File: config.mk
export PLATFORM = sky130hd
export DESIGN_NAME = pipe_hazard_ctrl_flat
export DESIGN_NICKNAME = d
export VERILOG_FILES = /design/src/rtl/pipe_hazard_ctrl_if.sv /design/src/rtl/pipe_hazard_ctrl.sv /design/src/flat_wrapper.sv
export SDC_FILE = /design/constraint.sdc
export NUM_CORES = 1
export LEC_CHECK = 0
export CAP_MARGIN = 20
export CORE_UTILIZATION = 43
export DETAILED_ROUTE_END_ITERATION = 12
export MAX_ROUTING_LAYER = met4
export PLACE_DENSITY = 0.75
export SETUP_SLACK_MARGIN = 0.5
export SKIP_CTS_REPAIR_TIMING = 1
export SLEW_MARGIN = 20
export SYNTH_ARGS = -nofsm -noshare
export SYNTH_HDL_FRONTEND = slang
export SYNTH_SLANG_ARGS = --single-unit
File: constraint.sdc
create_clock -name clk -period 2 [get_ports clk]
set_input_delay 0.4 -clock clk [delete_from_list [all_inputs] [get_ports clk]]
set_output_delay 0.4 -clock clk [all_outputs]
set_load 0.05 [all_outputs]
File: src/rtl/pipe_hazard_ctrl_if.sv
// Handshake bundle between the core datapath (master) and the hazard controller (slave):
// ID-stage instruction info and redirect in, stall/flush/forwarding controls out.
interface pipe_hazard_ctrl_if #(
    parameter int REG_W   = 4,
    parameter int NUM_SRC = 2,
    parameter int DEPTH   = 3
);
    localparam int SEL_W = (DEPTH > 1) ? $clog2(DEPTH) : 1;

    logic                     id_valid;
    logic                     id_wr_en;
    logic [REG_W-1:0]         id_dest;
    logic                     id_is_load;
    logic                     id_hlt;
    logic [NUM_SRC*REG_W-1:0] id_src;
    logic [NUM_SRC-1:0]       id_src_used;
    logic                     redirect;

    logic                     pc_en;
    logic                     if_id_en;
    logic                     if_id_flush;
    logic                     id_ex_flush;
    logic [NUM_SRC*SEL_W-1:0] ex_fwd_sel;
    logic                     halted;
    logic [15:0]              stall_count;

    modport master (
        output id_valid, id_wr_en, id_dest, id_is_load, id_hlt, id_src, id_src_used, redirect,
        input  pc_en, if_id_en, if_id_flush, id_ex_flush, ex_fwd_sel, halted, stall_count
    );

    modport slave (
        input  id_valid, id_wr_en, id_dest, id_is_load, id_hlt, id_src, id_src_used, redirect,
        output pc_en, if_id_en, if_id_flush, id_ex_flush, ex_fwd_sel, halted, stall_count
    );
endinterface

File: src/rtl/pipe_hazard_ctrl.sv
// In-order pipeline control: scoreboard of EX..WB slots, registered EX forwarding selects,
// load-use stalls, redirect flushes and the HLT drain/halt sequence.
module pipe_hazard_ctrl #(
    parameter int REG_W          = 4,
    parameter int NUM_SRC        = 2,
    parameter int DEPTH          = 3,
    parameter int REDIRECT_STAGE = 1,
    parameter int LOAD_LAT       = 1,
    parameter int ZERO_REG       = 1
) (
    input  logic              clk,
    input  logic              rst_n,
    pipe_hazard_ctrl_if.slave bus
);
    localparam int SEL_W = (DEPTH > 1) ? $clog2(DEPTH) : 1;
    localparam int CNT_W = (LOAD_LAT > 1) ? $clog2(LOAD_LAT) : 1;
    localparam logic [CNT_W-1:0] LAT_RELOAD = CNT_W'(LOAD_LAT - 1);

    typedef enum logic [1:0] { RUN, DRAIN, HALTED } state_t;

    state_t                   state;
    logic                     halted_q;
    logic [15:0]              stall_count_q;
    logic [CNT_W-1:0]         lat_cnt;
    logic [NUM_SRC*SEL_W-1:0] fwd_sel_q;

    logic             slot_vld  [DEPTH];
    logic             slot_wr   [DEPTH];
    logic [REG_W-1:0] slot_dest [DEPTH];
    logic             slot_load [DEPTH];
    logic             slot_hlt  [DEPTH];

    logic [NUM_SRC*SEL_W-1:0] fwd_sel_nxt;
    logic [REG_W-1:0]         src [NUM_SRC];
    logic                     load_use;
    logic                     stall;
    logic                     hold;
    logic                     issue;
    logic                     kill_hlt;
    logic                     hlt_retire;

    function automatic logic [15:0] sat_inc16(input logic [15:0] v);
        return (v == 16'hFFFF) ? v : v + 16'd1;
    endfunction

    always_comb begin
        fwd_sel_nxt = '0;
        load_use    = 1'b0;
        for (int k = 0; k < NUM_SRC; k++) begin
            src[k] = bus.id_src[k*REG_W +: REG_W];
            // Scan oldest to youngest so the youngest matching slot has the last word.
            for (int j = DEPTH - 1; j >= 0; j--) begin
                if (bus.id_src_used[k] && slot_vld[j] && slot_wr[j] &&
                    (slot_dest[j] == src[k]) && !((ZERO_REG != 0) && (src[k] == '0))) begin
                    fwd_sel_nxt[k*SEL_W +: SEL_W] = (j < DEPTH - 1) ? SEL_W'(j + 1) : '0;
                    if ((j == 0) && slot_load[0] && bus.id_valid)
                        load_use = 1'b1;
                end
            end
        end
    end

    always_comb begin
        stall      = (state == RUN) && (load_use || (lat_cnt != '0));
        hold       = stall || (state != RUN);
        issue      = bus.id_valid && !bus.redirect && !hold;
        kill_hlt   = 1'b0;
        for (int j = 0; j < REDIRECT_STAGE; j++)
            kill_hlt = kill_hlt || (bus.redirect && slot_vld[j] && slot_hlt[j]);
        hlt_retire = slot_vld[DEPTH-1] && slot_hlt[DEPTH-1];
    end

    // A redirect overrides stall and drain holds, but nothing restarts a halted core.
    assign bus.pc_en       = (state != HALTED) && (bus.redirect || !hold);
    assign bus.if_id_en    = (state != HALTED) && (bus.redirect || !hold);
    assign bus.if_id_flush = bus.redirect;
    assign bus.id_ex_flush = bus.redirect || hold;
    assign bus.ex_fwd_sel  = fwd_sel_q;
    assign bus.halted      = halted_q;
    assign bus.stall_count = stall_count_q;

    always_ff @(posedge clk or negedge rst_n) begin
        if (!rst_n) begin
            state         <= RUN;
            halted_q      <= 1'b0;
            stall_count_q <= '0;
            lat_cnt       <= '0;
            fwd_sel_q     <= '0;
            for (int j = 0; j < DEPTH; j++)
                slot_vld[j] <= 1'b0;
        end else begin
            // ID -> EX boundary: the issued instruction or a bubble
            slot_vld[0] <= issue;
            fwd_sel_q   <= issue ? fwd_sel_nxt : '0;
            // EX -> MEM -> WB boundaries: slots younger than the redirecting one die
            for (int j = 1; j < DEPTH; j++)
                slot_vld[j] <= slot_vld[j-1] && !(bus.redirect && ((j - 1) < REDIRECT_STAGE));

            if (bus.redirect)
                lat_cnt <= '0;
            else if (lat_cnt != '0)
                lat_cnt <= lat_cnt - CNT_W'(1);
            else if (stall)
                lat_cnt <= LAT_RELOAD;

            if (stall && !bus.redirect)
                stall_count_q <= sat_inc16(stall_count_q);

            case (state)
                RUN: begin
                    if (issue && bus.id_hlt)
                        state <= DRAIN;
                end
                DRAIN: begin
                    if (kill_hlt) begin
                        state <= RUN;
                    end else if (hlt_retire) begin
                        state    <= HALTED;
                        halted_q <= 1'b1;
                    end
                end
                default: ;
            endcase
        end
    end

    // Payload fields are qualified by slot_vld and need no reset.
    always_ff @(posedge clk) begin
        slot_wr[0]   <= bus.id_wr_en;
        slot_dest[0] <= bus.id_dest;
        slot_load[0] <= bus.id_is_load;
        slot_hlt[0]  <= bus.id_hlt;
        for (int j = 1; j < DEPTH; j++) begin
            slot_wr[j]   <= slot_wr[j-1];
            slot_dest[j] <= slot_dest[j-1];
            slot_load[j] <= slot_load[j-1];
            slot_hlt[j]  <= slot_hlt[j-1];
        end
    end
endmodule
File: src/flat_wrapper.sv
// flat-port wrapper written by rule: the top's interface ports become plain ports
module pipe_hazard_ctrl_flat 
#(
    parameter int REG_W          = 4,
    parameter int NUM_SRC        = 2,
    parameter int DEPTH          = 3,
    parameter int REDIRECT_STAGE = 1,
    parameter int LOAD_LAT       = 1,
    parameter int ZERO_REG       = 1
)
  (clk, rst_n, bus_id_valid, bus_id_wr_en, bus_id_dest, bus_id_is_load, bus_id_hlt, bus_id_src, bus_id_src_used, bus_redirect, bus_pc_en, bus_if_id_en, bus_if_id_flush, bus_id_ex_flush, bus_ex_fwd_sel, bus_halted, bus_stall_count);
  pipe_hazard_ctrl_if #(.REG_W(REG_W), .NUM_SRC(NUM_SRC), .DEPTH(DEPTH)) bus_i ();
  input  logic clk;
  input  logic rst_n;
  input wire logic [$bits(bus_i.id_valid)-1:0] bus_id_valid;
  input wire logic [$bits(bus_i.id_wr_en)-1:0] bus_id_wr_en;
  input wire logic [$bits(bus_i.id_dest)-1:0] bus_id_dest;
  input wire logic [$bits(bus_i.id_is_load)-1:0] bus_id_is_load;
  input wire logic [$bits(bus_i.id_hlt)-1:0] bus_id_hlt;
  input wire logic [$bits(bus_i.id_src)-1:0] bus_id_src;
  input wire logic [$bits(bus_i.id_src_used)-1:0] bus_id_src_used;
  input wire logic [$bits(bus_i.redirect)-1:0] bus_redirect;
  output wire logic [$bits(bus_i.pc_en)-1:0] bus_pc_en;
  output wire logic [$bits(bus_i.if_id_en)-1:0] bus_if_id_en;
  output wire logic [$bits(bus_i.if_id_flush)-1:0] bus_if_id_flush;
  output wire logic [$bits(bus_i.id_ex_flush)-1:0] bus_id_ex_flush;
  output wire logic [$bits(bus_i.ex_fwd_sel)-1:0] bus_ex_fwd_sel;
  output wire logic [$bits(bus_i.halted)-1:0] bus_halted;
  output wire logic [$bits(bus_i.stall_count)-1:0] bus_stall_count;
  assign bus_i.id_valid = bus_id_valid;
  assign bus_i.id_wr_en = bus_id_wr_en;
  assign bus_i.id_dest = bus_id_dest;
  assign bus_i.id_is_load = bus_id_is_load;
  assign bus_i.id_hlt = bus_id_hlt;
  assign bus_i.id_src = bus_id_src;
  assign bus_i.id_src_used = bus_id_src_used;
  assign bus_i.redirect = bus_redirect;
  assign bus_pc_en = bus_i.pc_en;
  assign bus_if_id_en = bus_i.if_id_en;
  assign bus_if_id_flush = bus_i.if_id_flush;
  assign bus_id_ex_flush = bus_i.id_ex_flush;
  assign bus_ex_fwd_sel = bus_i.ex_fwd_sel;
  assign bus_halted = bus_i.halted;
  assign bus_stall_count = bus_i.stall_count;
  pipe_hazard_ctrl #(.REG_W(REG_W), .NUM_SRC(NUM_SRC), .DEPTH(DEPTH), .REDIRECT_STAGE(REDIRECT_STAGE), .LOAD_LAT(LOAD_LAT), .ZERO_REG(ZERO_REG)) u_core (.clk(clk), .rst_n(rst_n), .bus(bus_i));
endmodule
; Word-level counts from Yosys, hierarchy flattened
; Memories as Yosys holds them, arrays and structs flattened.
; Index checks and enable logic that the tools add are counted.
[totals]
wordCells = 83
regBits = 27
mem_bits_rw = 21
memories = 4
out_inout_bits = 25
inputBits = 21
[op_classes]
eq_ne = 9
add_sub_neg = 2
n_mux = 15
bitwise = 2
reduce_logical = 43
[mem_list]
columns = memory, depth, width, read_ports, rd_clocked_by_memory_dff, wr, line
row1 = u_core.slot_dest, 3, 4, 2, 0, 3, pipe_hazard_ctrl.sv:29  ; logic [REG_W-1:0] slot_dest [DEPTH];
row2 = u_core.slot_hlt, 3, 1, 3, 0, 3, pipe_hazard_ctrl.sv:31  ; logic slot_hlt [DEPTH];
row3 = u_core.slot_load, 3, 1, 2, 0, 3, pipe_hazard_ctrl.sv:30  ; logic slot_load [DEPTH];
row4 = u_core.slot_wr, 3, 1, 2, 0, 3, pipe_hazard_ctrl.sv:28  ; logic slot_wr [DEPTH];
[op_table]
columns = op, count
row1 = $logic_and A1 B1 Y1, 27
row2 = $add A16 B1 Y16 const B, 1
row3 = $eq A16 B16 Y1 const B, 1
row4 = $eq A4 B4 Y1, 4
row5 = $mux W2, 7
row6 = $logic_not A4 Y1, 2
row7 = $mux W1, 6
row8 = $reduce_and A3 Y1, 2
row9 = $logic_not A1 Y1, 4
row10 = $logic_or A1 B1 Y1, 4
row11 = $mux W4, 1
row12 = $ne A2 B2 Y1 const B, 2
row13 = $pmux W2 S2, 1
row14 = $reduce_bool A2 Y1, 2
row15 = $ne A3 B1 Y1 const B, 1
row16 = $eq A2 B1 Y1 const B, 1
row17 = $logic_not A2 Y1, 1
row18 = $not A1 Y1, 2
row19 = $reduce_and A2 Y1, 1
row20 = $sub A1 B1 Y1 const B, 1

; Logic depth before layout (Yosys ltp)
; Gate-level depths: netlist of the first run.
[logic_depth]
word_depth = 15
ltp_mapped = 9
depth_no_buf = 7

; Worst setup path after synthesis of the first run
; OpenSTA, ideal clock, no wires.
[synth_timing]
path_type = input to output
from = input port bus_id_src[3]
to = output port bus_id_ex_flush
path_slack_ns = -0.866
stages = 7
n_path_buf = 2
arrival_ns = 2.466
required_ns = 1.600
path_cell_list = xor2_1 nor4_2 nand3_1 o22a_1 buf_6 buf_6 o21ai_0
[synth_between]
elab_chain_len = 10
word_cells_on_any_way = 12
classes_between = eq/ne: 1 / mux: 3 / reduce/logical: 8
[synth_lines]
columns = item, line
row1 = from (decl), flat_wrapper.sv:20  ; input wire logic [$bits(bus_i.id_src)-1:0] bus_id_src;
row2 = $eq A4 B4 Y1 / $logic_not A4 Y1 (equally long branches), -
row3 = $logic_and A1 B1 Y1 / $logic_not A1 Y1 (equally long branches), -
row4 = $logic_and A1 B1 Y1 (*), pipe_hazard_ctrl.sv:54  ; (slot_dest[j] == src[k]) && !((ZERO_REG != 0) && (src[k] == '0))) begin
row5 = $mux W1 (*), pipe_hazard_ctrl.sv:53  ; if (bus.id_src_used[k] && slot_vld[j] && slot_wr[j] &&
row6 = $mux W1, pipe_hazard_ctrl.sv:56  ; if ((j == 0) && slot_load[0] && bus.id_valid)
row7 = $mux W1 (*), pipe_hazard_ctrl.sv:53
row8 = $logic_or A1 B1 Y1 (*), pipe_hazard_ctrl.sv:64  ; stall = (state == RUN) && (load_use || (lat_cnt != '0));
row9 = $logic_and A1 B1 Y1 (*), pipe_hazard_ctrl.sv:64
row10 = $logic_or A1 B1 Y1 (*), pipe_hazard_ctrl.sv:65  ; hold = stall || (state != RUN);
row11 = $logic_or A1 B1 Y1 (*), pipe_hazard_ctrl.sv:77  ; assign bus.id_ex_flush = bus.redirect || hold;
row12 = to (decl), flat_wrapper.sv:26  ; output wire logic [$bits(bus_i.id_ex_flush)-1:0] bus_id_ex_flush;
; Every way passes the cells marked *; elsewhere a longest branch is shown, timed or not.

==> flow_metrics.py, run 1 <==
metrics = {
    "final_layout": {
        "multi_input_area_mm2": 0.00102,
        "regArea_um2": 946,
        "area_growth_pct": 64.2,
        "nets": 261,
        "nFillCells": 233,
        "final_area_mm2": 0.00287,
        "drive_above_1_share_pct": 47.1,
        "n_antenna_cell": 0,
    },
    "synthesis": {
        "avgSynthCellArea_um2": 11.4,
        "synthTopCellsByCount": "dfrtp_1 (26), xor2_1 (24), dfxtp_1 (14)",
        "yosys.area_share.adder_pct": 0.716,
        "synthSimpleGateAreaFrac_pct": 22.3,
        "synth-compound-area-share_pct": 4.01,
        "ys_ff_latch": 40,
        "async_reset_ff_share_pct": 65.0,
        "yosysTopAreaCell": "dfrtp_1",
        "synth_cell_types": 31,
        "yosys-top-cells-area": "dfrtp_1 (37%), dfxtp_1 (16%), xor2_1 (12%)",
        "synth_mux_area_share_pct": 1.86,
        "synthCells": 153,
        "yosysWarnings": 0,
        "synthFlopType": "dfrtp_1",
        "synth_top_family_by_area": "simple AND/OR/NAND/NOR gates",
        "synth.top_cell.area_share_pct": 37.2,
        "synth_area_mm2": 0.00175,
        "yosysMostFrequentCell": "dfrtp_1",
        "synth_edf_count": 0,
        "synth_xor_area_share_pct": 15.0,
        "synth_fp_nets": 175,
        "ys_seq_area_share_pct": 53.3,
    },
    "floorplan": {
        "num_io_pins": 46,
        "start_util_pct": 46.4,
        "dieArea_mm2": 0.00432,
        "die_y_um": 65.8,
        "core_mm2": 0.00377,
        "die_width_um": 65.8,
        "num_rows": 22,
    },
    "clock_tree": {
        "cts_buffers": 5,
        "path_clk_slew_ns": 0.08,
        "clock_latency_ns": 0.29,
        "cts_root_buffer": "clkbuf_8",
        "cts_tree": "done",
        "clk_path_buf_depth": 2,
        "cts.sinks": 40,
        "htree_levels": 2,
    },
    "critical_path": {
        "path_class": "flop to primary output",
        "crit_chain": "xor2_1 -> nor4_2 -> nand3_1 -> o22a_2 -> nor3_4 -> nor2_4 -> buf_12",
        "start_kind": "flop",
        "critical_path_buf_inv_count": 1,
        "worstPathArrival_ns": 1.91,
        "critPathRequiredTime_ns": 1.60,
        "crit_path_max_fanout": 4,
        "cpMaxStageDelayCell": "dfxtp_2",
        "slowest_delay_ns": 0.34,
        "critPathCaptureType": "primary output",
        "path_delay_family": "simple AND/OR/NAND/NOR gates",
    },
    "timing": {
        "slew_headroom_pct": 61.4,
        "drv_slew": 0,
        "tns_ns": -1.12,
        "worst_pin_slew_ns": 0.578,
        "clock_skew_ns": 0.00926,
        "setup_viol": 11,
        "hold-worst-slack_ns": 0.331,
        "hold_viol": 0,
        "setup_slack_ns": -0.314,
        "fin_crit_ns": 2.31,
        "period_share_pct": 116,
        "rsz0062_at_grt": "yes",
        "max_freq_mhz": 432,
    },
    "placed_design": {
        "placed_area_mm2": 0.00254,
        "gp_congestion": 0.830,
        "dp_hpwl_um": 3180,
        "io_buffers": 45,
    },
    "route": {
        "via_count": 1537,
        "postRouteAntennaNets": 0,
        "drc": 0,
        "via_per_inst": 5.34,
        "wl_per_cell_um": 16.1,
        "first_pass_iters": 4,
        "first_iter_violations": 64,
        "wl_um": 4630,
    },
    "global_route": {
        "grt-ovfl-total": 0,
        "grt_pass1_wl_um": 6740,
        "met3_usage_pct": 4.86,
        "grtUsageTotal_pct": 21.5,
        "grt_use_met2_pct": 40.1,
        "grt_pass1_vias": 1485,
        "antenna_found_initial": 0,
        "busiest_layer": "met2",
        "gr-usage-met1_pct": 22.7,
        "grt_max_degree": 27,
    },
    "power": {
        "power.density_mw_per_mm2": 519,
        "leakage_nw": 1.55,
        "internal_power_mw": 1.15,
        "power.total_mw": 1.49,
        "combPwrFrac_pct": 10.0,
        "vdd_drop_max_mv": 0.386,
        "clkPwrFrac_pct": 34.0,
        "p_seq_share_pct": 56.0,
        "swShare_pct": 23.0,
        "power.switching_uw": 343,
    },
    "status": {
        "status": "finished, violations left",
        "violations": "negative setup slack",
    },
    "worst_hold_path": {
        "hold_class": "flop to flop",
    },
    "job": {
        "maxCapViolations": 0,
    },
}
placed cells by master (no fill, tap or decap), drive strengths merged, types with 2 or more instances in the layout:
cell	instances
nor2b	3
nor4b	5
mux2	2
dlymetal6s2s	14
o41ai	3
dfxtp	14
clkbuf	21
buf	45
clkdlybuf4s50	10
nor3	10
nor4	6
nand4	9
nor2	7
xnor2	6
xor2	24
a21oi	2
nand3	6
inv	3
nand2	13
dfrtp	26
o21ai	2
worst register-to-register path: stages, from the launching register on:
cell and delay, ns:
dfxtp_2 0.34, xor2_1 0.17, nor4_2 0.27, nand3_1 0.13
o22a_2 0.26, buf_4 0.16, buf_12 0.15, nor3_4 0.18
mux2_4 0.31
final timing paths:
path	from	endpoint	slack, ns	depth (start not counted)
min	u_core.slot_hlt[0][1]	u_core.slot_hlt[0][2]	0.33	0
max reg2reg	u_core.slot_dest[0][1]	u_core.bus.stall_count[12]	-0.07	8
max in group asynchronous	rst_n	u_core.bus.stall_count[1]	1.23	2
min in group asynchronous	rst_n	u_core.bus.stall_count[14]	0.49	2
min reg2reg	u_core.slot_hlt[0][1]	u_core.slot_hlt[0][2]	0.33	0
max	u_core.slot_dest[0][1]	bus_pc_en	-0.31	7
kinds of logic after synthesis:
group,Yosys count
flip-flops,40
AO/OA/AOI/OAI,10
multiplexers,3
AND/OR/NAND/NOR,62
XOR/XNOR,30
adder cells (fa/ha/maj),1
buffers and inverters,7
layout make-up:
cell class                 count  share of cell area (%)
inverter                       3                   0.392
clock buffer                   7                    2.66
clock inverter                 1                   0.174
tap                           48                    2.09
sequential                    40                    33.0
multi-input combinational    106                    35.7
timing repair buffer          83                    26.0
power groups by stage:
stage          Combinational [mW]  Sequential, mW  Clock, mW
3_5_place_dp                0.146           0.850          0
2_1_floorplan              0.0466           0.847          0
5_1_grt                     0.161           0.836      0.543
6_report                    0.149           0.835      0.507
4_1_cts                     0.147           0.833      0.514
3_3_place_gp                0.141           0.849          0
per-layer routing:
| layer | share of wire [%] | vias up |
|---|---|---|
| li1 | - | 714 |
| met1 | 38 | 763 |
| met2 | 56 | 52 |
| met3 | 4.7 | 8 |
| met4 | 1.2 | 0 |
| met5 | 0 | - |
through the flow:
step,utilization (%),instances,worst slack (ns)
global placement,67.5,272,-0.509
CTS,69.6,280,-0.542
floorplan,-,153,-0.230
global route,76.1,288,-0.437
detailed placement,67.5,272,-0.575
finish,76.1,288,-0.314
state kept, by name, summed over array words and instances, names as in the netlist:
name	flops
u_core.bus.stall_count	16
u_core.slot_dest	8
u_core.bus.ex_fwd_sel	4
u_core.slot_hlt	3
u_core.slot_vld	3
u_core.slot_wr	2
u_core.state	2
u_core.bus.halted	1
u_core.slot_load	1
Note: power is estimated with default switching activity, not from simulation.
==> run 2: changes to the inputs <==
- CORE_MARGIN: default -> 4
==> flow_metrics.py, run 2 (synthesized netlist as in run 1, its figures left out) <==
metrics = {
    "placed_design": {
        "pre_cts_slack_ns": -0.600,
        "dp_hpwl_um": 3070,
        "dp.cells": 266,
        "gp_congestion": 0.816,
        "io_buffers": 45,
        "placed_area_mm2": 0.00251,
    },
    "final_layout": {
        "final_area_mm2": 0.00283,
        "nets": 258,
        "largest_register_ffs": 16,
        "drive_above_1_share_pct": 44.7,
        "layout_common_cells": "buf_4 (36), xor2_1 (24), dlymetal6s2s_1 (15), dfrtp_1 (15)",
        "stdcell_count": 285,
        "regArea_um2": 946,
        "final_common_cell": "buf_4",
        "area_growth_pct": 61.8,
        "multi_input_area_um2": 985,
        "n_antenna_cell": 0,
        "final_util_pct": 74.5,
        "nFillCells": 266,
    },
    "floorplan": {
        "start_util_pct": 46.0,
        "num_io_pins": 46,
        "die_y_um": 71.8,
        "core_mm2": 0.00380,
        "dieArea_mm2": 0.00515,
        "num_rows": 22,
        "die_width_um": 71.8,
    },
    "route": {
        "wl_um": 4500,
        "via_per_inst": 5.18,
        "first_iter_violations": 73,
        "via_count": 1475,
        "first_pass_iters": 4,
        "drc": 0,
        "wl_per_cell_um": 15.8,
        "postRouteAntennaNets": 0,
    },
    "timing": {
        "rsz0062_at_grt": "yes",
        "hold_viol": 0,
        "setup_viol": 10,
        "setup_slack_ns": -0.271,
        "period_share_pct": 114,
        "drv_slew": 0,
        "worst_pin_slew_ns": 0.544,
        "fin_crit_ns": 2.27,
        "clock_skew_ns": 0.00551,
        "slew_headroom_pct": 63.6,
        "max_freq_mhz": 440,
    },
    "global_route": {
        "grt_pass1_wl_um": 6610,
        "grt_pass1_vias": 1467,
        "grtUsageTotal_pct": 16.7,
        "antenna_found_initial": 0,
        "grt-ovfl-total": 0,
        "grt_max_degree": 27,
    },
    "power": {
        "leakage_nw": 1.53,
        "vdd_drop_max_mv": 0.445,
        "power.total_mw": 1.53,
        "power.density_mw_per_mm2": 542,
    },
    "clock_tree": {
        "cts_root_buffer": "clkbuf_8",
        "htree_levels": 2,
        "clock_latency_ns": 0.29,
        "cts.sinks": 40,
        "clk_path_buf_depth": 2,
        "cts_tree": "done",
        "path_clk_slew_ns": 0.07,
        "cts_buffers": 5,
    },
    "job": {
        "maxCapViolations": 0,
    },
    "critical_path": {
        "critPathRequiredTime_ns": 1.60,
        "worstPathArrival_ns": 1.87,
        "path_class": "flop to primary output",
        "start_kind": "flop",
        "crit_path_max_fanout": 3,
        "critPathCaptureType": "primary output",
    },
    "status": {
        "status": "finished, violations left",
        "violations": "negative setup slack",
    },
    "worst_hold_path": {
        "hold_class": "flop to flop",
    },
}
## run 2: layout make-up
class	count	share of cell area (%)
clock buffer	6	2.92
clock inverter	2	0.354
inverter	3	0.398
multi-input combinational	106	34.8
sequential	40	33.4
tap	48	2.12
timing repair buffer	80	26.0
## run 2: critical path, stage by stage (launching register included)
cell and delay, ns:
dfxtp_2 0.34, xor2_1 0.17, nor4_2 0.29, nand3_1 0.13, o22a_2 0.25, nor3_4 0.17
nor2_4 0.07, buf_12 0.15
## run 2: worst paths after layout
kind                       slack (ns)                         end  cells past startpoint                    from
setup / recovery                -0.27                bus_if_id_en                      7  u_core.slot_dest[0][1]
hold / removal                   0.34       u_core.slot_hlt[0][2]                      0   u_core.slot_hlt[0][1]
setup reg to reg                -0.09  u_core.bus.stall_count[15]                      9  u_core.slot_dest[0][1]
hold reg to reg                  0.34       u_core.slot_hlt[0][2]                      0   u_core.slot_hlt[0][1]
max in group asynchronous        1.24   u_core.bus.stall_count[1]                      2                   rst_n
min in group asynchronous        0.48  u_core.bus.stall_count[15]                      2                   rst_n
## run 2: stage by stage
stage | setup TNS [ns] | hold WS [ns]
after global routing | -2.98 | 0.357
after global placement | -9.58 | 0.311
final | -1.08 | 0.339
after floorplan | -0.509 | 0.104
after CTS | -4.57 | 0.344
after detailed placement | -10.47 | 0.320
## run 2: metal layers
layer / routed length (µm) / track usage (%) / vias to the layer above
met4: 65 / 5.43 / 0
met1: 1770 / 19.3 / 718
met5: 0 / - / -
met3: 215 / 3.79 / 5
li1: - / - / 708
met2: 2450 / 28.6 / 44
## run 2: report_power, final
part / switching, mW / leakage (nW) / internal [mW] / total (mW)
Clock: 0.279 / 0.0510 / 0.275 / 0.554
Sequential: 0.0140 / 0.454 / 0.820 / 0.834
Combinational: 0.0627 / 1.03 / 0.0813 / 0.144
Total: 0.356 / 1.53 / 1.18 / 1.53
